[src/rtl/muldiv_unit.sv]
// Iterative 32-bit multiply/divide unit with architectural HI/LO registers.
// Fixed 32-iteration shift-add multiply and restoring divide on operand magnitudes.
module muldiv_unit (
    input  logic        clk,
    input  logic        reset,
    input  logic [31:0] op1,
    input  logic [31:0] op2,
    input  logic        start_mul,
    input  logic        start_div,
    input  logic        Unsigned,
    input  logic        WriteHi,
    input  logic        WriteLo,
    output logic [31:0] hi,
    output logic [31:0] lo,
    output logic        busy,
    output logic        done
);
    typedef enum logic [1:0] {IDLE, CALC, DONE} state_t;

    state_t      r_state;
    logic [4:0]  r_count;
    logic [63:0] r_acc;
    logic [31:0] r_a;
    logic [31:0] r_b;
    logic [31:0] r_op1;
    logic        r_is_div;
    logic        r_neg_q;
    logic        r_neg_r;
    logic        r_div0;
    logic [31:0] r_hi;
    logic [31:0] r_lo;
    logic        r_busy;
    logic        r_done;

    logic        w_op1_neg;
    logic        w_op2_neg;
    logic [31:0] w_mag1;
    logic [31:0] w_mag2;
    logic [32:0] w_sum;
    logic [63:0] w_mul_next;
    logic [32:0] w_rem_sh;
    logic [32:0] w_diff;
    logic [63:0] w_div_next;
    logic [63:0] w_prod;
    logic [31:0] w_quot;
    logic [31:0] w_remd;

    assign w_op1_neg = !Unsigned && op1[31];
    assign w_op2_neg = !Unsigned && op2[31];
    assign w_mag1    = w_op1_neg ? -op1 : op1;
    assign w_mag2    = w_op2_neg ? -op2 : op2;

    // Multiply step: {partial product, remaining multiplier bits} shifted right once.
    assign w_sum      = {1'b0, r_acc[63:32]} + (r_acc[0] ? {1'b0, r_a} : 33'd0);
    assign w_mul_next = {w_sum, r_acc[31:1]};

    // Divide step: {remainder, dividend/quotient} shifted left, trial subtract.
    assign w_rem_sh   = {r_acc[63:32], r_acc[31]};
    assign w_diff     = w_rem_sh - {1'b0, r_b};
    assign w_div_next = w_diff[32] ? {w_rem_sh[31:0], r_acc[30:0], 1'b0}
                                   : {w_diff[31:0],   r_acc[30:0], 1'b1};

    assign w_prod = r_neg_q ? -w_mul_next : w_mul_next;
    assign w_quot = r_neg_q ? -w_div_next[31:0] : w_div_next[31:0];
    assign w_remd = r_neg_r ? -w_div_next[63:32] : w_div_next[63:32];

    always_ff @(posedge clk or posedge reset) begin
        if (reset) begin
            r_state  <= IDLE;
            r_count  <= 5'd0;
            r_acc    <= 64'd0;
            r_a      <= 32'd0;
            r_b      <= 32'd0;
            r_op1    <= 32'd0;
            r_is_div <= 1'b0;
            r_neg_q  <= 1'b0;
            r_neg_r  <= 1'b0;
            r_div0   <= 1'b0;
            r_hi     <= 32'd0;
            r_lo     <= 32'd0;
            r_busy   <= 1'b0;
            r_done   <= 1'b0;
        end else begin
            case (r_state)
                IDLE: begin
                    if (WriteHi) r_hi <= op1;
                    if (WriteLo) r_lo <= op1;
                    if (start_mul || start_div) begin
                        r_state  <= CALC;
                        r_count  <= 5'd0;
                        r_busy   <= 1'b1;
                        r_is_div <= !start_mul;
                        r_a      <= w_mag1;
                        r_b      <= w_mag2;
                        r_op1    <= op1;
                        r_neg_q  <= w_op1_neg ^ w_op2_neg;
                        r_neg_r  <= w_op1_neg;
                        r_div0   <= (op2 == 32'd0);
                        // Multiplier starts in the low half; dividend likewise.
                        r_acc    <= start_mul ? {32'd0, w_mag2} : {32'd0, w_mag1};
                    end
                end
                CALC: begin
                    r_acc   <= r_is_div ? w_div_next : w_mul_next;
                    r_count <= r_count + 5'd1;
                    if (r_count == 5'd31) begin
                        r_state <= DONE;
                        r_done  <= 1'b1;
                        if (!r_is_div) begin
                            r_hi <= w_prod[63:32];
                            r_lo <= w_prod[31:0];
                        end else if (r_div0) begin
                            r_hi <= r_op1;
                            r_lo <= 32'hFFFF_FFFF;
                        end else begin
                            r_hi <= w_remd;
                            r_lo <= w_quot;
                        end
                    end
                end
                DONE: begin
                    r_state <= IDLE;
                    r_done  <= 1'b0;
                    r_busy  <= 1'b0;
                end
                default: begin
                    r_state <= IDLE;
                    r_done  <= 1'b0;
                    r_busy  <= 1'b0;
                end
            endcase
        end
    end

    assign hi   = r_hi;
    assign lo   = r_lo;
    assign busy = r_busy;
    assign done = r_done;
endmodule

[config.mk]
export PLATFORM = sky130hd
export DESIGN_NAME = muldiv_unit
export DESIGN_NICKNAME = d
export VERILOG_FILES = /design/src/rtl/muldiv_unit.sv
export SDC_FILE = /design/constraint.sdc
export NUM_CORES = 1
export LEC_CHECK = 0
export ABC_CLOCK_PERIOD_IN_PS = 10700
export CORE_ASPECT_RATIO = 0.5
export CORE_MARGIN = 2
export CORE_UTILIZATION = 34
export CTS_CLUSTER_DIAMETER = 150
export DETAILED_ROUTE_END_ITERATION = 8
export PLACE_DENSITY = 0.53
export REMOVE_ABC_BUFFERS = 1
export SLEW_MARGIN = 25
export SYNTH_ARGS = -nofsm -noshare
export SYNTH_HDL_FRONTEND = slang
export SYNTH_SLANG_ARGS = --single-unit
[constraint.sdc]
create_clock -name clk -period 10.7 [get_ports clk]
set_input_delay 2.14 -clock clk [delete_from_list [all_inputs] [get_ports clk]]
set_output_delay 2.14 -clock clk [all_outputs]
set_load 0.02 [all_outputs]
==> out/metrics.cfg <==
[global_route]
grt_pass1_wl_mm=127
grt_max_degree=228
grt-ovfl-total=0
globalRouteTotalUtil_pct=27.8
grt_pass1_vias=18462
antenna_found_initial=5

[placed_design]
hpwl_mm=64.6
post_dp_cell_area_sq_um=21900
place_ws_ps=4820
gp_congestion=0.973
io_buffer_count=136
placedCellCount=3339

[setup_path]
slowest_stage=dfrtp_1
start_kind=register
crit_family=compound AO/OA/AOI/OAI gates
required_ps=11140
crit_buf_inv=3
endpoint_kind=register
critPathKind=reg2reg
critPathArrivalTime_ps=6510
cpPeakStageDelay_ps=630
critPathMaxFanout=18
cp_cell_sequence=inv_1 -> ha_1 -> inv_1 -> fa_1 -> nand3_1 -> a211o_1 -> a211oi_2 -> o21ai_0 -> a31oi_1 -> nor2_4 -> inv_2 -> mux2i_1 -> ha_1 -> and3_1 -> nor4bb_1 -> o21ai_0 -> nor3_1 -> a311oi_1 -> a31oi_1 -> o2111ai_1

[finish]
num-fill-cells=5964
regArea_sq_um=5910
synthToLayoutAreaGrowth_pct=14.0
final_layout_size_suffix_gt1_share_pct=4.78
fin_util_pct=39.5
multiInputGateArea_sq_um=13100
final_net_count=2744
fin_area_sq_um=22800
instances_no_fill=3388

[drt]
ant_nets=0
drtIter0Drc=2721
wirelength_mm=87.1
viasPerCell=6.00
drc=0
via_count=20317
wl_per_cell_microns=25.7
drtPass1Iterations=5

[yosys]
syn-mean-instance-area_sq_um=7.70
postSynthCellCount=2602
synth-seq-cells=236
synth_edf_count=0
synth_mux_area_share_pct=3.81
yosys.area_share.adder_pct=4.64
synthFlopType=dfrtp_1
synth_xor_area_share_pct=9.54
synthSimpleGateAreaFrac_pct=22.6
synth_compound_area_share_pct=24.8
async_reset_ff_share_pct=100
seq_area_frac_synth_pct=29.5
yosysWarnings=0
synth_cell_types=86
synth_area_sq_um=20000
synth_top_family_by_area=compound AO/OA/AOI/OAI gates

[clocking]
numCtsBuffers=27
cts_hold_buf=0
worst_skew_pair.late_latency_ps=600
htree_levels=1
cts_buffer_depth=3
cts-resized-gates=0
clkSinkCount=236
cts_tree=yes
path_clk_slew_ps=60
cts_root_buf=clkbuf_16
post_cts_buffers=0

[flow_run]
drv_cap=0

[sta]
hold_viol_final=0
fin_ws_ps=4630
drv_slew=0
timing.final.crit_share_pct=56.7
skew_ps=20.9
setup_viol=0
tightest_slew_ps=1210
slew_headroom_pct=19.3
finalWorstPathRequiredPeriod_ps=6070
max_freq_ghz=0.165
rsz0062_at_grt=false

[die]
start_util_pct=34.6
die_height_microns=176
num_rows=62
io-pin-count=137
die_x_microns=347
fp.dieArea_sq_um=61000
core_sq_um=57800

[min_path]
worstHoldPathType=reg2reg

[status]
outcome=completed

## cells in the final DEF, fill, tap and decap left out, types with 58 or more instances in the layout
cell type        synthesis  layout
xor2_1                  69      69
clkdlybuf4s50_1          0     136
xnor2_1                149     149
inv_1                   73      72
o21ai_0                254     253
nor2_1                 162     162
mux2i_1                 66      66
dfrtp_1                236     234
a21oi_1                151     149
nand3_1                 58      58
nand2_1                410     409
a31oi_1                 69      69
ha_1                    71      71
nor3_1                  59      59
## layout make-up
| class | instances | share of cell area [%] |
|---|---|---|
| multi-input combinational | 2094 | 57.5 |
| sequential | 236 | 25.9 |
| timing repair buffer | 166 | 7.02 |
| tap | 768 | 4.21 |
| clock buffer | 35 | 3.27 |
| inverter | 75 | 1.27 |
| clock inverter | 11 | 0.833 |
| antenna | 3 | 0.0329 |
## Yosys cell counts, types with 6 or more instances
master	n	area share, %
a211o_1	13	0.57
a211oi_1	50	1.9
a21o_1	32	1.2
a21oi_1	151	3.8
a22oi_1	6	0.22
a311oi_1	6	0.26
a31o_2	6	0.26
a31oi_1	69	2.2
and2_1	57	1.8
and3_1	28	0.87
buf_1	15	0.28
buf_2	6	0.15
clkbuf_1	174	3.3
dfrtp_1	236	29
ha_1	71	4.4
inv_1	73	1.4
mux2_2	9	0.51
mux2i_1	66	3.3
nand2_1	410	7.7
nand2b_1	22	0.69
nand3_1	58	1.4
nand3b_1	9	0.34
nand4_1	24	0.75
nor2_1	162	3.0
nor2b_1	21	0.66
nor3_1	59	1.5
nor3b_1	7	0.26
nor4_1	12	0.37
o211a_1	6	0.30
o211ai_1	24	0.90
o21a_1	8	0.30
o21ai_0	254	6.3
o21bai_1	8	0.30
o221ai_1	38	1.7
o22ai_1	6	0.19
o31ai_1	33	1.2
o41ai_1	15	0.66
or3_1	33	1.0
or4_1	8	0.30
xnor2_1	149	6.5
xor2_1	69	3.0
## cells by family (layout without fill, tap and decap cells)
family	count (synthesis)	after routing
AO/OA/AOI/OAI	777	777
multiplexers	75	75
flip-flops	236	236
other	0	3
buffers and inverters	272	287
XOR/XNOR	218	218
AND/OR/NAND/NOR	951	951
adder cells (fa/ha/maj)	73	73
## worst register-to-register path, cell delays in order, from the launching register on
cell and delay, ps:
dfrtp_1 630, inv_1 90, ha_1 230, inv_1 70
fa_1 300, nand3_1 150, a211o_1 380, a211oi_2 330
o21ai_0 170, a31oi_1 630, nor2_4 80, inv_2 370
mux2i_1 340, ha_1 400, and3_1 210, nor4bb_1 230
o21ai_0 290, nor3_1 490, a311oi_1 180, a31oi_1 210
o2111ai_1 130
## metrics by stage
step / setup TNS [ps] / hold slack [ps]
after floorplan: -487740 / 438
after global placement: 0 / 454
after detailed placement: 0 / 457
after CTS: 0 / 473
after global routing: 0 / 486
final: 0 / 471
## per-layer routing
| layer | up-vias | part of all wire, % | track usage (%) |
|---|---|---|---|
| li1 | 9319 | - | - |
| met1 | 9996 | 47 | 41.7 |
| met2 | 905 | 39 | 37.5 |
| met3 | 95 | 12 | 9.64 |
| met4 | 2 | 2.3 | 5.92 |
| met5 | - | 0.020 | 0 |
## registers in the layout, summed over array words and instances (netlist names), 2 cells and up
name	cells
r_state	2
lo	32
r_b	32
hi	32
r_a	32
r_count	5
r_op1	31
r_acc	64
## path summary, 6_finish.rpt
path	startpoint	endpoint	slack, ps	cells past startpoint
setup / recovery	r_acc[31]	hi[28]	4630	20
hold / removal	r_op1[17]	r_op1[17]	470	2
setup reg to reg	r_acc[31]	hi[28]	4630	20
hold reg to reg	r_op1[17]	r_op1[17]	470	2
max in group asynchronous	reset	r_acc[40]	7170	3
min in group asynchronous	reset	lo[23]	2130	2
Power is not shown: default switching activity piles up to over one toggle a cycle in this logic, so the estimate is an artifact.
